$ cat src/rtl/ocdve_apb_reg_slave_if.sv
// APB3 bus bundle between a requester and the register-bank completer.
interface ocdve_apb_reg_slave_if #(
    parameter int ADDR_WIDTH = 32,
    parameter int DATA_WIDTH = 32
);
    logic [ADDR_WIDTH-1:0] paddr;
    logic                  psel;
    logic                  penable;
    logic                  pwrite;
    logic [DATA_WIDTH-1:0] pwdata;
    logic                  pready;
    logic [DATA_WIDTH-1:0] prdata;
    logic                  pslverr;

    modport master (
        output paddr, psel, penable, pwrite, pwdata,
        input  pready, prdata, pslverr
    );

    modport slave (
        input  paddr, psel, penable, pwrite, pwdata,
        output pready, prdata, pslverr
    );
endinterface

$ cat src/rtl/ocdve_apb_reg_slave.sv
// APB3 completer fronting a bank of word registers, with read-only live inputs
// and a configurable number of wait states.
//   state    | meaning
//   S_IDLE   | waiting for a setup cycle (psel=1, penable=0)
//   S_ACCESS | access phase; pready_q=1 marks the completion cycle
module ocdve_apb_reg_slave #(
    parameter int                    ADDR_WIDTH  = 32,
    parameter int                    DATA_WIDTH  = 32,
    parameter int                    NUM_REGS    = 16,
    parameter int                    WAIT_STATES = 0,
    parameter logic [NUM_REGS-1:0]   RO_MASK     = '0,
    parameter logic [DATA_WIDTH-1:0] RESET_VAL   = '0
) (
    input  logic                           clk,
    input  logic                           reset,
    ocdve_apb_reg_slave_if.slave           apb,
    output logic [NUM_REGS*DATA_WIDTH-1:0] regs_q,
    input  logic [NUM_REGS*DATA_WIDTH-1:0] ro_in,
    output logic [NUM_REGS-1:0]            wr_pulse
);
    localparam int         IDX_W   = $clog2(NUM_REGS);
    localparam logic [3:0] WS_INIT = 4'(WAIT_STATES);

    typedef enum logic {S_IDLE, S_ACCESS} state_t;

    state_t                state_q;
    logic [3:0]            cnt_q;
    logic                  pready_q;
    logic                  pslverr_q;
    logic [DATA_WIDTH-1:0] prdata_q;
    logic [NUM_REGS-1:0]   wr_pulse_q;
    logic [DATA_WIDTH-1:0] regs_mem_q [NUM_REGS];
    logic [IDX_W-1:0]      idx_q;
    logic                  write_q;
    logic                  err_q;
    logic [DATA_WIDTH-1:0] wdata_q;

    logic                  setup_d;
    logic                  access_d;
    logic                  start_d;
    logic [IDX_W-1:0]      live_idx_d;
    logic                  live_err_d;
    logic [IDX_W-1:0]      sel_idx_d;
    logic                  sel_err_d;
    logic                  sel_write_d;
    logic [DATA_WIDTH-1:0] rdata_d;

    // An aborted access phase re-evaluates its cycle as a possible setup cycle.
    always_comb begin
        setup_d     = apb.psel && !apb.penable;
        access_d    = apb.psel && apb.penable;
        start_d     = setup_d && ((state_q == S_IDLE) || !pready_q);
        live_idx_d  = apb.paddr[IDX_W+1:2];
        live_err_d  = (apb.paddr[1:0] != 2'b00)
                    || (apb.paddr[ADDR_WIDTH-1:IDX_W+2] != '0)
                    || (apb.pwrite && RO_MASK[live_idx_d]);
        sel_idx_d   = start_d ? live_idx_d : idx_q;
        sel_err_d   = start_d ? live_err_d : err_q;
        sel_write_d = start_d ? apb.pwrite : write_q;
        rdata_d     = '0;
        if (!sel_err_d && !sel_write_d) begin
            rdata_d = RO_MASK[sel_idx_d] ? ro_in[int'(sel_idx_d)*DATA_WIDTH +: DATA_WIDTH]
                                         : regs_mem_q[sel_idx_d];
        end
    end

    always_ff @(posedge clk) begin
        if (reset) begin
            state_q    <= S_IDLE;
            cnt_q      <= '0;
            pready_q   <= 1'b0;
            pslverr_q  <= 1'b0;
            prdata_q   <= '0;
            wr_pulse_q <= '0;
            idx_q      <= '0;
            write_q    <= 1'b0;
            err_q      <= 1'b0;
            wdata_q    <= '0;
            for (int i = 0; i < NUM_REGS; i++) regs_mem_q[i] <= RESET_VAL;
        end else begin
            pready_q   <= 1'b0;
            pslverr_q  <= 1'b0;
            prdata_q   <= '0;
            wr_pulse_q <= '0;
            if (start_d) begin
                state_q <= S_ACCESS;
                cnt_q   <= WS_INIT;
                idx_q   <= live_idx_d;
                write_q <= apb.pwrite;
                err_q   <= live_err_d;
                wdata_q <= apb.pwdata;
                if (WAIT_STATES == 0) begin
                    pready_q  <= 1'b1;
                    pslverr_q <= live_err_d;
                    prdata_q  <= rdata_d;
                end
            end else if (state_q == S_ACCESS) begin
                if (pready_q) begin
                    state_q <= S_IDLE;
                    if (write_q && !err_q) begin
                        regs_mem_q[idx_q] <= wdata_q;
                        wr_pulse_q[idx_q] <= 1'b1;
                    end
                end else if (access_d) begin
                    cnt_q <= cnt_q - 4'd1;
                    if (cnt_q == 4'd1) begin
                        pready_q  <= 1'b1;
                        pslverr_q <= err_q;
                        prdata_q  <= rdata_d;
                    end
                end else begin
                    state_q <= S_IDLE;
                end
            end
        end
    end

    for (genvar g = 0; g < NUM_REGS; g++) begin : g_flat
        assign regs_q[g*DATA_WIDTH +: DATA_WIDTH] = regs_mem_q[g];
    end

    assign apb.pready  = pready_q;
    assign apb.pslverr = pslverr_q;
    assign apb.prdata  = prdata_q;
    assign wr_pulse    = wr_pulse_q;
endmodule

$ cat src/flat_wrapper.sv
// flat-port wrapper written by rule: the top's interface ports become plain ports
module ocdve_apb_reg_slave_flat 
#(
    parameter int                    ADDR_WIDTH  = 32,
    parameter int                    DATA_WIDTH  = 32,
    parameter int                    NUM_REGS    = 16,
    parameter int                    WAIT_STATES = 0,
    parameter logic [NUM_REGS-1:0]   RO_MASK     = '0,
    parameter logic [DATA_WIDTH-1:0] RESET_VAL   = '0
)
  (clk, reset, regs_q, ro_in, wr_pulse, apb_paddr, apb_psel, apb_penable, apb_pwrite, apb_pwdata, apb_pready, apb_prdata, apb_pslverr);
  ocdve_apb_reg_slave_if #(.ADDR_WIDTH(ADDR_WIDTH), .DATA_WIDTH(DATA_WIDTH)) apb_i ();
  input  logic clk;
  input  logic reset;
  output logic [NUM_REGS*DATA_WIDTH-1:0] regs_q;
  input  logic [NUM_REGS*DATA_WIDTH-1:0] ro_in;
  output logic [NUM_REGS-1:0] wr_pulse;
  input wire logic [$bits(apb_i.paddr)-1:0] apb_paddr;
  input wire logic [$bits(apb_i.psel)-1:0] apb_psel;
  input wire logic [$bits(apb_i.penable)-1:0] apb_penable;
  input wire logic [$bits(apb_i.pwrite)-1:0] apb_pwrite;
  input wire logic [$bits(apb_i.pwdata)-1:0] apb_pwdata;
  output wire logic [$bits(apb_i.pready)-1:0] apb_pready;
  output wire logic [$bits(apb_i.prdata)-1:0] apb_prdata;
  output wire logic [$bits(apb_i.pslverr)-1:0] apb_pslverr;
  assign apb_i.paddr = apb_paddr;
  assign apb_i.psel = apb_psel;
  assign apb_i.penable = apb_penable;
  assign apb_i.pwrite = apb_pwrite;
  assign apb_i.pwdata = apb_pwdata;
  assign apb_pready = apb_i.pready;
  assign apb_prdata = apb_i.prdata;
  assign apb_pslverr = apb_i.pslverr;
  ocdve_apb_reg_slave #(.ADDR_WIDTH(ADDR_WIDTH), .DATA_WIDTH(DATA_WIDTH), .NUM_REGS(NUM_REGS), .WAIT_STATES(WAIT_STATES), .RO_MASK(RO_MASK), .RESET_VAL(RESET_VAL)) u_core (.clk(clk), .reset(reset), .apb(apb_i), .regs_q(regs_q), .ro_in(ro_in), .wr_pulse(wr_pulse));
endmodule
$ cat config.mk
export PLATFORM = sky130hd
export DESIGN_NAME = ocdve_apb_reg_slave_flat
export DESIGN_NICKNAME = d
export VERILOG_FILES = /design/src/rtl/ocdve_apb_reg_slave_if.sv /design/src/rtl/ocdve_apb_reg_slave.sv /design/src/flat_wrapper.sv
export SDC_FILE = /design/constraint.sdc
export NUM_CORES = 1
export LEC_CHECK = 0
export ABC_AREA = 1
export ABC_CLOCK_PERIOD_IN_PS = 4030
export CORE_AREA = 2 2 450 452
export DETAILED_ROUTE_END_ITERATION = 10
export DIE_AREA = 0 0 452 454
export PLACE_DENSITY = 0.32
export SLEW_MARGIN = 20
export SYNTH_ARGS = -nofsm -noshare
export SYNTH_HDL_FRONTEND = slang
export SYNTH_SLANG_ARGS = --single-unit
$ cat constraint.sdc
create_clock -name clk -period 4.03 [get_ports clk]
set_clock_uncertainty 0.1 [all_clocks]
set_input_delay 0.806 -clock clk [delete_from_list [all_inputs] [get_ports clk]]
set_output_delay 0.806 -clock clk [all_outputs]
set_load 0.03 [all_outputs]
==> qor.csv <==
metric;value;unit
#FFs+latches synth;605;
largest net degree at the start of global routing;57;
vias in the first global route;21900;
remaining global-route overflow;0;
Setup violations, final;0;
Die Wd;452;um
max cap viols;0;
starting DRC count in detailed routing;1560;
Syn Std Cell Area;25900;um^2
routed vias;22200;
hold-fix buffers at CTS;0;
setup TNS;0;ns
Mapped Avg Cell Area;9.69;um^2
yosys warns;0;
status;finished clean;
Initial Utilization;12.9;%
Pins Over Slew Limit;0;
Final #Nets;3855;
Crit Path Class;primary input to register;
WHS Endpoint;u_core.wdata_q[20]$_SDFFE_PP0N_;
Worst-Margin Slew;1.07;ns
Area growth syn-to-layout;49.7;%
Worst Path Max Fanout;16;
met1 WL;62400;um
Hold Startpoint;u_core.wdata_q[20]$_SDFFE_PP0N_;
Post-synth EDFFs;512;
RSZ-0062 raised after global routing;no;
Synth Net Count;3256;
fin crit period;2.99;ns
WL met3;7210;um
initial antenna violation count;6;
PostCTS Resize Cnt;0;
Hold WC Path Type;register to register;
Clock Path Buffers;3;
worst r2r src;u_core.apb.pready$_SDFF_PP0_;
most common library cell in the layout ignoring fill and taps;nor2_1;
WP data required;4.53;ns
sequential area share after synthesis;66.6;%
drt pass-1 iters;5;
global-route wire length before repair;206000;um
Reg2Reg Depth;12;
Worst Hold Depth;2;
met2 WL;78400;um
most frequent cells in the layout;nor2_1, clkdlybuf4s50_1, nand3_1, edfxtp_1, nand2_1;
Filler cells;22000;
register area;17200;um^2
r2r endpoint;u_core.apb.prdata[26]$_SDFF_PP0_;
H-tree levels;3;
DRT Wirelength;156000;um
number of CTS-inserted buffers;84;
clk slew on worst S/H paths;0.05;ns
Final Hold Viols;0;
CP arrival;3.49;ns
Hold WS;0.340;ns
WL/cell;25.9;um
Unique masters post-synth;26;
layout cells sized above 1;7.81;%
io pins;1143;
Post-route DRC;0;
RD Place Congestion;0.837;
Port Buffers;630;
core box area;201000;um^2
Die Ht;454;um
Mapped Cells;2673;
highest routed layer;met4;
maximum vdd drop;0.000284;V
Skew-Pair Late Insertion Delay;0.70;ns
total track usage;14.7;%
FMAX;334;MHz
r2r setup slk;1.22;ns
Final Cycle Share;74.3;%
Leak Pwr;13.4;nW
area of the multi-input gates;7640;um^2
startpoint types;primary input;
vias per cell;3.69;
CP endpoint kind;register;
ys async rst share;0;%
PD cells;448;nW/um^2
Root Driver;clkbuf_16;
final non-filler cell total;6021;
full die area;205000;um^2
Final HPWL DP;115000;um
Row Count;165;
Cells after DPL;5858;
postcts setup bufs;0;
number of nets with antenna violations after routing;0;
Slew HR;28.2;%
Clock Sinks;605;
CTS tree;done;
top_reg_cell synth;edfxtp_1;
[stage by stage]
stage	setup WS (ns)	util, %	area (um^2)	total power [mW]
after detailed placement	0.309	17.9	36000	9.85
after global placement	0.347	17.9	36000	9.85
final	1.04	19.3	38800	17.4
after floorplan	0.832	-	25900	8.43
after global routing	0.939	19.3	38800	18.0
after CTS	1.02	19.3	38800	17.7
[synthesized netlist by cell type, types with 32 or more instances]
master,instances,area share [%]
clkbuf_1,113,1.6
a21oi_1,35,0.68
o21ai_0,35,0.68
edfxtp_1,512,59
inv_1,42,0.61
buf_1,39,0.57
dfxtp_1,93,7.2
nand2_1,529,7.7
nand3_1,516,10
nor2_1,645,9.4
clkinv_1,32,0.46
buf_2,59,1.1
[per-layer routing]
| metal | global-route usage (%) | up-vias |
|---|---|---|
| met3 | 2.65 | 195 |
| met4 | 7.22 | 0 |
| met1 | 17.3 | 11200 |
| met5 | 0 | - |
| met2 | 25.8 | 636 |
| li1 | - | 10200 |
[critical path: stages]
cell	delay, ns
clkdlybuf4s50_1	0.59
nand3_4	0.30
inv_1	0.33
nand2_1	0.14
nand2_4	0.17
buf_4	0.22
buf_4	0.28
nand3_1	0.12
nand3_1	0.19
nand3_1	0.12
nand2_1	0.13
nor2_1	0.07
[state kept, by name, indices dropped and copies added (netlist names)]
| register | flops |
|---|---|
| u_core.apb.prdata | 32 |
| u_core.apb.pready | 1 |
| u_core.apb.pslverr | 1 |
| u_core.cnt_q | 4 |
| u_core.err_q | 1 |
| u_core.idx_q | 4 |
| u_core.regs_mem_q | 512 |
| u_core.state_q | 1 |
| u_core.wdata_q | 32 |
| u_core.wr_pulse | 16 |
| u_core.write_q | 1 |
[worst max path at each step]
stage	startpoint	slack, ns	to	depth (start not counted)
2_1_floorplan	reset	0.83	u_core.regs_mem_q[10][0]$_SDFFCE_PN0P_	7
3_3_place_gp	apb_psel	0.35	u_core.apb.prdata[20]$_SDFF_PP0_	11
3_5_place_dp	apb_psel	0.31	u_core.apb.prdata[26]$_SDFF_PP0_	12
4_1_cts	u_core.regs_mem_q[9][13]$_SDFFCE_PN0P_	1.02	regs_q[301]	1
5_1_grt	apb_psel	0.94	u_core.apb.prdata[26]$_SDFF_PP0_	12
6_report	apb_psel	1.04	u_core.apb.prdata[26]$_SDFF_PP0_	12
[cell type report]
class	instances	share of cell area, %
Sequential cell	605	44.5
Inverter	76	0.742
Timing Repair Buffer	724	19.2
Antenna cell	5	0.0323
Clock inverter	44	1.36
Clock buffer	114	5.82
Multi-Input combinational cell	1781	19.7
Tap cell	2672	8.62
[report_power, final]
group | switching, mW | total (mW) | leakage, nW | internal [mW]
Clock | 3.18 | 7.72 | 1.35 | 4.53
Sequential | 0.171 | 7.16 | 6.03 | 6.99
Combinational | 1.74 | 2.49 | 6.01 | 0.744
Total | 5.10 | 17.4 | 13.4 | 12.3
[kinds of logic (layout without fill, tap and decap cells)]
family                     count (synthesis)  count (layout)  share of synthesized area [%]
buffers and inverters                    287             958                           4.45
AOI/OAI and AO/OA                         77              77                           1.55
DFF                                      605             605                           66.6
other                                      0               5                              0
adders and majority gates                  2               2                         0.0966
and+or+nand+nor                         1702            1702                           27.3
No activity file was read; power rests on OpenSTA's default activity.
